## config.mk

```make
export PLATFORM = sky130hd
export DESIGN_NAME = multicycle_step_counter
export DESIGN_NICKNAME = d
export VERILOG_FILES = /design/src/rtl/multicycle_step_counter.sv
export SDC_FILE = /design/constraint.sdc
export NUM_CORES = 1
export LEC_CHECK = 0
export CAP_MARGIN = 20
export CORE_ASPECT_RATIO = 0.8
export CORE_MARGIN = 2
export CORE_UTILIZATION = 50
export DETAILED_ROUTE_END_ITERATION = 16
export PLACE_DENSITY_LB_ADDON = 0.2
export REMOVE_ABC_BUFFERS = 1
export SYNTH_ARGS = -nofsm -noshare
export SYNTH_HDL_FRONTEND = slang
export SYNTH_SLANG_ARGS = --single-unit
```

## constraint.sdc

```tcl
create_clock -name clk_i -period 3.7 [get_ports clk_i]
set_input_delay 0.555 -clock clk_i [delete_from_list [all_inputs] [get_ports clk_i]]
set_output_delay 0.555 -clock clk_i [all_outputs]
set_load 0.1 [all_outputs]
```

## src/rtl/multicycle_step_counter.sv

```systemverilog
// Programmable-limit step counter with start/busy/done handshake.
// One-shot mode pulses done after reaching the limit; wrap mode counts modulo limit+1.
module multicycle_step_counter #(
    parameter int CNT_WIDTH  = 6,
    parameter int WRAP_WIDTH = 4
) (
    input  logic                  clk_i,
    input  logic                  reset_i,
    input  logic                  flush_i,
    input  logic                  start_i,
    input  logic [CNT_WIDTH-1:0]  limit_i,
    input  logic                  mode_i,
    input  logic                  step_en_i,
    input  logic                  stop_i,
    output logic [CNT_WIDTH-1:0]  cnt_o,
    output logic                  cnt_end_o,
    output logic                  busy_o,
    output logic                  done_o,
    output logic [WRAP_WIDTH-1:0] wrap_cnt_o
);

    // state | meaning
    // IDLE  | no operation; waits for start
    // RUN   | counting steps toward the latched limit
    localparam logic S_IDLE = 1'b0;
    localparam logic S_RUN  = 1'b1;

    localparam logic MODE_ONESHOT = 1'b1;

    logic                  state_q, state_d;
    logic [CNT_WIDTH-1:0]  cnt_q, cnt_d;
    logic [CNT_WIDTH-1:0]  limit_q, limit_d;
    logic                  mode_q, mode_d;
    logic [WRAP_WIDTH-1:0] wrap_q, wrap_d;
    logic                  done_q, done_d;
    logic                  at_limit;

    assign at_limit = (cnt_q == limit_q);

    always_comb begin
        state_d = state_q;
        cnt_d   = cnt_q;
        limit_d = limit_q;
        mode_d  = mode_q;
        wrap_d  = wrap_q;
        done_d  = 1'b0;

        if (flush_i) begin
            state_d = S_IDLE;
            cnt_d   = '0;
            wrap_d  = '0;
        end else if ((state_q == S_RUN) && stop_i) begin
            // wrap tally is kept so the owner can read it after stopping
            state_d = S_IDLE;
            cnt_d   = '0;
        end else begin
            case (state_q)
                S_IDLE: begin
                    if (start_i) begin
                        state_d = S_RUN;
                        limit_d = limit_i;
                        mode_d  = mode_i;
                        cnt_d   = '0;
                        wrap_d  = '0;
                    end
                end
                S_RUN: begin
                    if (step_en_i) begin
                        if (at_limit) begin
                            cnt_d = '0;
                            if (mode_q == MODE_ONESHOT) begin
                                state_d = S_IDLE;
                                done_d  = 1'b1;
                            end else if (wrap_q != {WRAP_WIDTH{1'b1}}) begin
                                wrap_d = wrap_q + 1'b1;
                            end
                        end else begin
                            cnt_d = cnt_q + 1'b1;
                        end
                    end
                end
                default: begin
                    state_d = S_IDLE;
                    cnt_d   = '0;
                end
            endcase
        end
    end

    always_ff @(posedge clk_i) begin
        if (reset_i) begin
            state_q <= S_IDLE;
            cnt_q   <= '0;
            limit_q <= '0;
            mode_q  <= 1'b0;
            wrap_q  <= '0;
            done_q  <= 1'b0;
        end else begin
            state_q <= state_d;
            cnt_q   <= cnt_d;
            limit_q <= limit_d;
            mode_q  <= mode_d;
            wrap_q  <= wrap_d;
            done_q  <= done_d;
        end
    end

    assign busy_o     = (state_q == S_RUN);
    assign cnt_end_o  = busy_o && at_limit;
    assign cnt_o      = cnt_q;
    assign done_o     = done_q;
    assign wrap_cnt_o = wrap_q;

endmodule

```

## Yosys cells after proc, flatten, opt, wreduce, memory -nomap -nowiden

Cells that the tools add are included.

- Logic and storage cells: 44
- Register bits after elaboration: 19

- Bitwise operators: 5
- Equality and inequality tests: 7
- Add/sub/neg operators: 2
- Reduce and logical (&&, ||, !) cells: 8
- Muxes and demuxes: 16

Operators by type and width:

| operator | count |
|---|---|
| $mux W4 | 5 |
| $mux W6 | 3 |
| $pmux W6 S2 | 1 |
| $pmux W4 S2 | 1 |
| $add A6 B1 Y6 const B | 1 |
| $eq A6 B6 Y1 | 1 |
| $ne A2 B2 Y1 const B | 3 |
| $reduce_and A6 Y1 | 1 |
| $reduce_or A6 Y1 | 1 |
| $mux W1 | 5 |
| $not A1 Y1 | 5 |
| $add A4 B1 Y4 const B | 1 |
| $ne A2 B1 Y1 const B | 2 |
| $ne A4 B4 Y1 const B | 1 |
| $reduce_and A4 Y1 | 1 |
| $reduce_or A3 Y1 | 1 |
| $logic_and A1 B1 Y1 | 2 |
| $pmux W1 S2 | 1 |
| $reduce_and A2 Y1 | 1 |
| $reduce_or A2 Y1 | 1 |

## Longest topological paths before layout

Gate-level depths: netlist of the first run.

- Word-level depth: 6
- Depth in mapped cells: 5
- Mapped depth without buffers: 5

## Worst setup path after synthesis of the first run

OpenSTA, ideal clock, no wires.

- Kind: flip-flop to output port
- Start: reg cnt_q[3] (netlist: cnt_o[3])
- End: out cnt_end_o
- Cell stages (with the launch flop): 4
- Buffers on the path: 0
- Setup slack: 0.959 ns
- Arrival: 2.186 ns
- Cells stage by stage: dfxtp_1 -> xor2_1 -> nor4_4 -> and3_2

- Word-level cells in the longest chain between the ends: 2

Ends and longest elaborated chain:

| item | RTL line | RTL |
|---|---|---|
| start: declaration | 31 | `logic [CNT_WIDTH-1:0] cnt_q, cnt_d;` |
| start signal: assignment | 100 | `cnt_q <= cnt_d;` |
| $eq A6 B6 Y1 | 38 | `assign at_limit = (cnt_q == limit_q);` |
| $logic_and A1 B1 Y1 | 109 | `assign cnt_end_o = busy_o && at_limit;` |
| end: declaration | 16 | `output logic cnt_end_o,` |

Every way passes these cells.

## Worst setup path in the final report of the first run

- Start: reg cnt_q[3] (netlist: cnt_o[3])
- End: out cnt_o[3]

RTL lines:

| item | RTL line | RTL |
|---|---|---|
| end: declaration | 15 | `output logic [CNT_WIDTH-1:0] cnt_o,` |

No word-level cell between the ends.

==> metrics.txt, run 1 <==
RSZ-0062 raised after global routing=no; Synth Area per Inst=around 8.1 um2; DRT Pass-1 Iters=4; CP Cell Sequence=clkdlybuf4s50_1; Slew HR=a little over a third; Final min period=between 2000 and 3000 ps; largest family of logic cells by synthesized area=simple AND/OR/NAND/NOR gates; cts repair resizes=0; worst clock skew=between 10 and 15 ps; ys async rst share=0%; Setup crit start kind=flop; fin crit share=roughly 68%; vias per inst=5.69; mux cell area share after synthesis=~2.1%; DIE AREA=approximately 2200 um2; crit-path max FO=7; Crit-path slowest cell=clkdlybuf4s50_1; Routed WL=between 2000 and 2500 um; Hold Vio Cnt, Final=0; hpwl dp=between 1500 and 2000 um; Die Wd=52.4 um; Layout Area Growth over Synthesis=30.0%; Synth Area in Adders=under 10%; sequential-to-total area share from yosys stat=between 40 and 50%; most common cell in the netlist=nand2_1; clock sinks=19; initial antenna violation count=0; Synth top cells by count=21 x nand2_1, 19 x dfxtp_1, 11 x a21oi_1, 9 x nor2_1; htree depth=1; Final TNS setup=0 ps; Synth Area in XOR/XNOR=5.60%; Design Area, Final=roughly 1200 um2; cell taking the most area after synthesis=dfxtp_1; largest net degree at the start of global routing=13; Compound-Gate Fraction of Synth Area=a little under a fifth; Slew Limit Fails=0; Clk pin slew, worst setup/hold paths=110 ps; vias in the first global route=about 810; CTS root buffer=clkbuf_4; WP buf/inv=1; post-route antenna net violation count=0; Post-DP Area=roughly 1200 um2; Worst Max-Slew Pin Slew=just under 1000 ps; number of DRC violations after detailed-routing iteration 0=38; final setup fails=0; FF+latch count, synth=19; YS warnings=0; gr usage total=a little over a fifth; HP Class=flop to flop; WL/cell=about 13 um; Setup CP Type=flop to primary output; outcome=finished clean; simple-gate portion of the synthesized area=28.0%; # nets final=between 150 and 200; Crit path required time=3140 ps; CTS tree=done; Max Fclk=between 300 and 400 MHz; row count=13; ANT cells=0; die span in y=approximately 43 um; top_reg_cell synth=dfxtp_1; clock buffer depth=2; Yosys cell types=29; Max-Cap Viols=0; Worst Path Arrival=~2000 ps; Synth Cell Area=approximately 940 um2; first-pass GRT wire length=approximately 3700 um; fin cells=around 160; CP Capture Type=primary output; Via Count=~900; Skew-Pair Late Insertion Delay=approximately 300 ps; placed insts=~160; share of layout cells above drive strength 1=6.43%; Core ar.=roughly 1700 um2; Initial Util=a little under three fifths; hold_buf cts=0; share of the synthesized area in the top cell type=roughly 41%; reg-to-reg slack, setup=1860 ps; routability cong.=0.807; EDFF count, synth=0; number of buffers created by CTS=3; I/O pin cnt=26; setup repair bufs after CTS=0; Total Power=approximately 0.38 mW; max incr delay on CP=around 1200 ps; Cells after Synth=116; GRT overflow=0; P_leak=0.461 nW; Top delay family on crit path=buffers and inverters; pwr/cell area=314 nW/um2; top cells by area, synth=dfxtp_1 41%, nand2_1 8.4%, a21oi_1 5.9%; DR DRC count=0; Port Buffers=25; Worst VDD drop=between 0.0002 and 0.00025 V
[routing by layer]
layer	track usage, %	wire, um	up-vias
met3	8.10	179	2
met2	31.5	998	42
met5	0	0	-
met1	30.5	984	414
met4	4.62	14	0
li1	-	-	463
[final timing paths]
check	start	end	cells after the start
setup / recovery	cnt_o[3]$_SDFFE_PP0P_	cnt_o[3]	1
hold / removal	mode_q$_SDFFE_PP0P_	done_o$_SDFF_PP0_	2
setup reg to reg	cnt_o[2]$_SDFFE_PP0P_	cnt_o[5]$_SDFFE_PP0P_	5
hold reg to reg	mode_q$_SDFFE_PP0P_	done_o$_SDFF_PP0_	2
[state kept, by name (all words and copies together) (netlist names)]
signal,flops
limit_q,6
busy_o,1
cnt_o,6
done_o,1
wrap_cnt_o,4
mode_q,1
[report_power, final]
part / total, mW / internal (mW) / switching, mW
Combinational: 0.0637 / 0.0258 / 0.0379
Sequential: 0.213 / 0.209 / 0.00406
Clock: 0.106 / 0.0421 / 0.0642
Total: 0.383 / 0.277 / 0.106
[area by class of cell]
type / count / area [um2]
Clock buffer: 4 / 26.3
Timing Repair Buffer: 25 / 248
Fill cell: 145 / 472
Sequential cell: 19 / 380
Multi-Input combinational cell: 92 / 538
Tap cell: 22 / 27.5
[layout by cell type, fill, tap and decap left out, types with 2 or more instances in the layout]
cell and count:
and2_1 2, or3_1 2, ha_1 2, nand2_1 21
xor2_1 6, a31oi_1 3, a21oi_1 11, mux2i_1 2
nor2_1 9, a311oi_1 2, dfxtp_1 19, nand3_1 8
clkdlybuf4s50_1 24, nor2b_1 2, nand4_1 2, o21ai_0 8
clkbuf_4 3
[cells by family after synthesis]
| logic type | Yosys count |
|---|---|
| mux | 2 |
| xor+xnor | 6 |
| fa+ha+maj | 2 |
| compound gates | 29 |
| simple gates | 53 |
| buf+inv | 5 |
| flops | 19 |
[metrics by stage]
step / utilization, % / hold WS [ps] / setup WS [ps]
3_5_place_dp: 70.6 / 491 / 1520
2_1_floorplan: - / 443 / 959
4_1_cts: 72.1 / 497 / 1180
6_report: 72.1 / 498 / 1180
3_3_place_gp: 70.6 / 481 / 1540
5_1_grt: 72.1 / 529 / 1120
Power figures use the tool's default switching activity.
==> inputs of run 2 (changes only) <==
Settings changed: CORE_UTILIZATION 50 to 46.
Clock period 3.7 ns to 2.4 ns, I/O delays scaled along.
==> metrics.txt, run 2 (same netlist as run 1, synthesis figures left out) <==
Worst VDD drop=0.000434 V (+93%); Max-Cap Viols=0 (unchanged); Via Count=909 (-1.3%); GRT overflow=0 (unchanged); max incr delay on CP=490 ps (-690 ps); Setup CP Type=flop to primary output; fin cells=166 (+2.5%); fin crit share=about nine tenths; Fillers=172 (+19%); setup repair bufs after CTS=0 (unchanged); DRT Pass-1 Iters=4 (unchanged); WHS Path Cells=2 (unchanged); Final TNS setup=0 ps (unchanged); hpwl dp=1620 um (-3.8%); Max Fclk=461 MHz; hold_buf cts=0 (unchanged); Reg2Reg Depth=5 (unchanged); reg2reg end=wrap_cnt_o[0]$_SDFFE_PP0P_; crit-path max FO=7 (unchanged); DR DRC count=0 (unchanged); Slew HR=63.4% (+29 points); clock sinks=19 (unchanged); Core ar.=1910 um2 (+13%); multi-input logic area=538 um2 (unchanged); worst hold path startpoint=limit_q[4]$_SDFFE_PP0P_; first-pass GRT wire length=3420 um (-6.9%); # nets final=158 (+1.3%); clock buffer depth=2 (unchanged); commonest non-fill, non-tap cells in the layout=21 x nand2_1, 19 x dfxtp_1, 14 x buf_4; HP Class=flop to flop; commonest non-fill, non-tap cell in the layout=nand2_1; Layout Area Growth over Synthesis=30.1%; Setup crit start kind=flop; Routed WL=2120 um (-2.7%); Worst Path Arrival=1810 ps (-150 ps); pwr/cell area=490 nW/um2 (+56%); Crit-path slowest cell=dfxtp_1; number of DRC violations after detailed-routing iteration 0=22 (-42%); RSZ-0062 raised after global routing=no; Final min period=2170 ps; Hold Vio Cnt, Final=0 (unchanged); outcome=finished clean; ANT cells=0 (unchanged); Worst Max-Slew Pin Slew=548 ps (-427 ps); CTS tree=done; Slew Limit Fails=0 (unchanged); RR Startpoint=cnt_o[3]$_SDFFE_PP0P_; Hold WS=496 ps (-1.63 ps); Skew-Pair Late Insertion Delay=300 ps (about the same); post-route antenna net violation count=0 (unchanged); vias in the first global route=748 (-7.2%); Clk pin slew, worst setup/hold paths=110 ps (about the same); placed insts=162 (+2.5%); row count=14 (+1); reg-to-reg slack, setup=590 ps (-1270 ps); CP Capture Type=primary output; share of layout cells above drive strength 1=16.9% (+10 points); P_leak=0.501 nW (+8.7%); Port Buffers=25 (unchanged); largest net degree at the start of global routing=13 (unchanged); die span in y=44.4 um (+3.9%); CTS root buffer=clkbuf_4; Die Wd=54.5 um (+3.9%); vias per inst=5.48 (-3.7%); DIE AREA=2420 um2 (+7.9%); routability cong.=0.873 (+8.2%); cts repair resizes=0 (unchanged); gr usage total=19.7% (-2.0 points); Crit path required time=2040 ps (-1100 ps); WL/cell=12.8 um (-5.1%); CP Cell Sequence=xor2_1, nor4_4, and3_2, buf_12; register area=380 um2 (unchanged); worst clock skew=2.42 ps (-8.00 ps); Initial Util=49.1% (-6.3 points); number of buffers created by CTS=3 (unchanged); I/O pin cnt=26 (unchanged); htree depth=1 (unchanged); end of the worst hold path=limit_q[4]$_SDFFE_PP0P_; initial antenna violation count=0 (unchanged); final setup fails=0 (unchanged)
-- run 2: cell count changes in the layout (fill, tap and decap cells not counted), sizes merged --
cell | previous run | this run
clkdlybuf4s50 | 24 | 12
buf | 1 | 15
clkbuf | 4 | 3
clkinv | 0 | 1
-- run 2: worst max-delay path, delay by kind of cell (launching register included) --
family | cells | cell delay, ps
flops | 1 | 490
simple gates | 2 | 680
buf+inv | 1 | 170
xor+xnor | 1 | 150
-- run 2: final cells by class --
cell class / count / area share, %
clock inverter: 1 / 0.410
timing repair buffer: 27 / 20.1
multi-input combinational: 92 / 44.1
clock buffer: 3 / 1.84
tap: 24 / 2.46
sequential: 19 / 31.1
-- run 2: stage by stage --
step | area [um2] | setup slack [ps] | utilization (%) | power, mW
finish | 1220 | 232 | 64.0 | 0.598
floorplan | 918 | -146 | - | 0.392
CTS | 1220 | 230 | 64.0 | 0.598
global route | 1220 | 96.5 | 64.0 | 0.622
detailed placement | 1190 | 460 | 62.5 | 0.436
global placement | 1190 | 506 | 62.5 | 0.435
-- run 2: how the worst max path moves through the flow --
stage                          startpoint                         end  cells past startpoint
floorplan           cnt_o[3]$_SDFFE_PP0P_                   cnt_end_o                      3
global placement                  start_i  wrap_cnt_o[0]$_SDFFE_PP0P_                      5
detailed placement                start_i  wrap_cnt_o[0]$_SDFFE_PP0P_                      5
CTS                 cnt_o[3]$_SDFFE_PP0P_                   cnt_end_o                      4
global route        cnt_o[3]$_SDFFE_PP0P_                   cnt_end_o                      4
finish              cnt_o[3]$_SDFFE_PP0P_                   cnt_end_o                      4
-- run 2: routing by layer --
layer / track usage (%) / vias up / share of wire [%]
li1: - / 467 / -
met1: 28.6 / 410 / 50
met2: 28.2 / 30 / 43
met3: 7.09 / 2 / 6.2
met4: 3.50 / 0 / 0.47
met5: 0 / - / 0
-- run 2: power by group --
group | internal [mW] | switching [mW]
clock | 0.0622 | 0.107
combinational | 0.0436 | 0.0580
sequential | 0.322 | 0.00585
total | 0.428 | 0.170
==> inputs of run 3 (changes only) <==
Settings changed: CORE_MARGIN 2 to not set.
Clock period 2.4 ns to 2.1 ns, I/O delays scaled along.
==> metrics.txt, run 3 (same netlist as run 1, synthesis figures left out) <==
outcome=finished clean; RSZ-0062 raised after global routing=no; P_leak=0.516 nW (+3.1%); Worst Path Arrival=1640 ps (-170 ps); end of the worst hold path=done_o$_SDFF_PP0_; P_int=0.493 mW (+15%); Seq pwr share=55.1% (+0.3 points); commonest non-fill, non-tap cell in the layout=nand2_1; met3 Track Usage GR=7.97% (+0.88 points); # nets final=161 (+1.9%); Routed WL=2120 um (+0.14%); ANT cells=0 (unchanged); Setup CP Type=flop to primary output; Initial Util=49.6% (+0.46 points); clock share of power=26.7% (-1.5 points); I/O pin cnt=26 (unchanged); CTS root buffer=clkbuf_4; worst hold path startpoint=mode_q$_SDFFE_PP0P_; Slew Limit Fails=0 (unchanged); Max Fclk=511 MHz; GR met1 Demand/Resource=29.6% (+0.95 points); number of buffers created by CTS=3 (unchanged); Die Wd=52.5 um (-3.7%); worst clock skew=5.09 ps (+2.67 ps); initial antenna violation count=0 (unchanged); GR Layer Usage met2=32.9% (+4.7 points); post-route antenna net violation count=0 (unchanged); reg2reg end=wrap_cnt_o[0]$_SDFFE_PP0P_; busiest grt layer=met2; Setup crit start kind=flop; RR Startpoint=wrap_cnt_o[0]$_SDFFE_PP0P_; DRT Pass-1 Iters=4 (unchanged); Via Count=911 (+0.22%); WHS Path Cells=2 (unchanged); Crit path required time=1780 ps (-260 ps); Layout Area Growth over Synthesis=32.8%; clock sinks=19 (unchanged); commonest non-fill, non-tap cells in the layout=21 x nand2_1, 17 x dfxtp_1, 17 x buf_4; Final min period=roughly 2000 ps; Clk pin slew, worst setup/hold paths=110 ps (about the same); pwr/cell area=544 nW/um2 (+11%); clock buffer depth=2 (unchanged); fin crit share=between 90% and 100%; Fillers=170 (-1.2%); Core Util, Final=65.9% (+1.9 points); HP Class=flop to flop; number of DRC violations after detailed-routing iteration 0=14 (-36%); Worst Max-Slew Pin Slew=524 ps (-24.7 ps); Hold Vio Cnt, Final=0 (unchanged); Final Worst Setup Slack=143 ps (-89.1 ps); Final TNS setup=0 ps (unchanged); Worst VDD drop=0.000540 V (+24%); WL/cell=12.6 um (-1.6%); multi-input logic area=538 um2 (unchanged); Skew-Pair Late Insertion Delay=300 ps (about the same); DR DRC count=0 (unchanged); Logic pwr share=18.2% (+1.2 points); reg-to-reg slack, setup=340 ps (-250 ps); switch share=27.3% (-1.2 points); Port Buffers=25 (unchanged); row count=14 (unchanged); htree depth=1 (unchanged); CTS tree=done; register area=383 um2 (+0.66%); vias per inst=5.39 (-1.6%); Core ar.=1890 um2 (-0.92%); CP Capture Type=primary output; die span in y=42.4 um (-4.5%); Reg2Reg Depth=5 (unchanged); pre-CTS setup slack=238 ps (-223 ps); Psw=0.185 mW (+8.6%); vias in the first global route=832 (+11%); crit-path max FO=6 (-1); DIE AREA=2230 um2 (-8.0%); routability cong.=0.874 (+0.11%); first-pass GRT wire length=3620 um (+5.8%); GRT overflow=0 (unchanged); Slew HR=65.1% (+1.6 points); largest net degree at the start of global routing=12 (-1); hpwl dp=1640 um (+1.4%); gr usage total=22.2% (+2.5 points); share of layout cells above drive strength 1=20.0% (+3.1 points); hold_buf cts=0 (unchanged); final setup fails=0 (unchanged); Max-Cap Viols=0 (unchanged)
## run 3: worst max path at each step
stage,startpoint,end,slack [ps],cells past startpoint
6_report,cnt_o[4]$_SDFFE_PP0P_,cnt_end_o,140,4
4_1_cts,cnt_o[0]$_SDFFE_PP0P_,cnt_end_o,20,4
5_1_grt,cnt_o[4]$_SDFFE_PP0P_,cnt_end_o,20,4
2_1_floorplan,cnt_o[3]$_SDFFE_PP0P_,cnt_end_o,-400,3
3_3_place_gp,stop_i,wrap_cnt_o[0]$_SDFFE_PP0P_,320,5
3_5_place_dp,stop_i,wrap_cnt_o[0]$_SDFFE_PP0P_,240,5
## run 3: metrics by stage
step	power (mW)	hold WS (ps)	instance area [um2]	std cells
6_report	0.678	494	1250	169
5_1_grt	0.719	518	1250	169
3_5_place_dp	0.502	482	1210	164
4_1_cts	0.681	497	1240	168
3_3_place_gp	0.499	478	1210	164
2_1_floorplan	0.448	384	918	111
## run 3: routing by layer
layer | up-vias | part of all wire, %
li1 | 470 | -
met1 | 403 | 47
met2 | 36 | 45
met3 | 2 | 6.8
met4 | 0 | 0.61
met5 | - | 0
## run 3: area by class of cell
| cell class | instances | area share, % |
|---|---|---|
| clock buffer | 3 | 1.81 |
| clock inverter | 1 | 0.402 |
| multi-input combinational | 92 | 43.2 |
| sequential | 19 | 30.7 |
| tap | 24 | 2.41 |
| timing repair buffer | 30 | 21.5 |
## run 3: worst max-delay path, stage by stage, from the launching register on
cell,delay [ps]
dfxtp_2,370
xor2_1,170
nor4_4,360
and3_2,270
buf_12,170
## run 3: power by group through the flow
stage               clock network [mW]  registers, mW  logic (mW)
finish                           0.181          0.374       0.124
global route                     0.208          0.376       0.135
CTS                              0.186          0.374       0.121
detailed placement                   0          0.383       0.120
global placement                     0          0.382       0.117
floorplan                            0          0.390      0.0582
## run 3: what timing repair did
item                                    4_1_cts  5_1_grt
gates resized for setup                       0        2
buffers inserted                              0        1
endpoints found under the setup margin        0        1
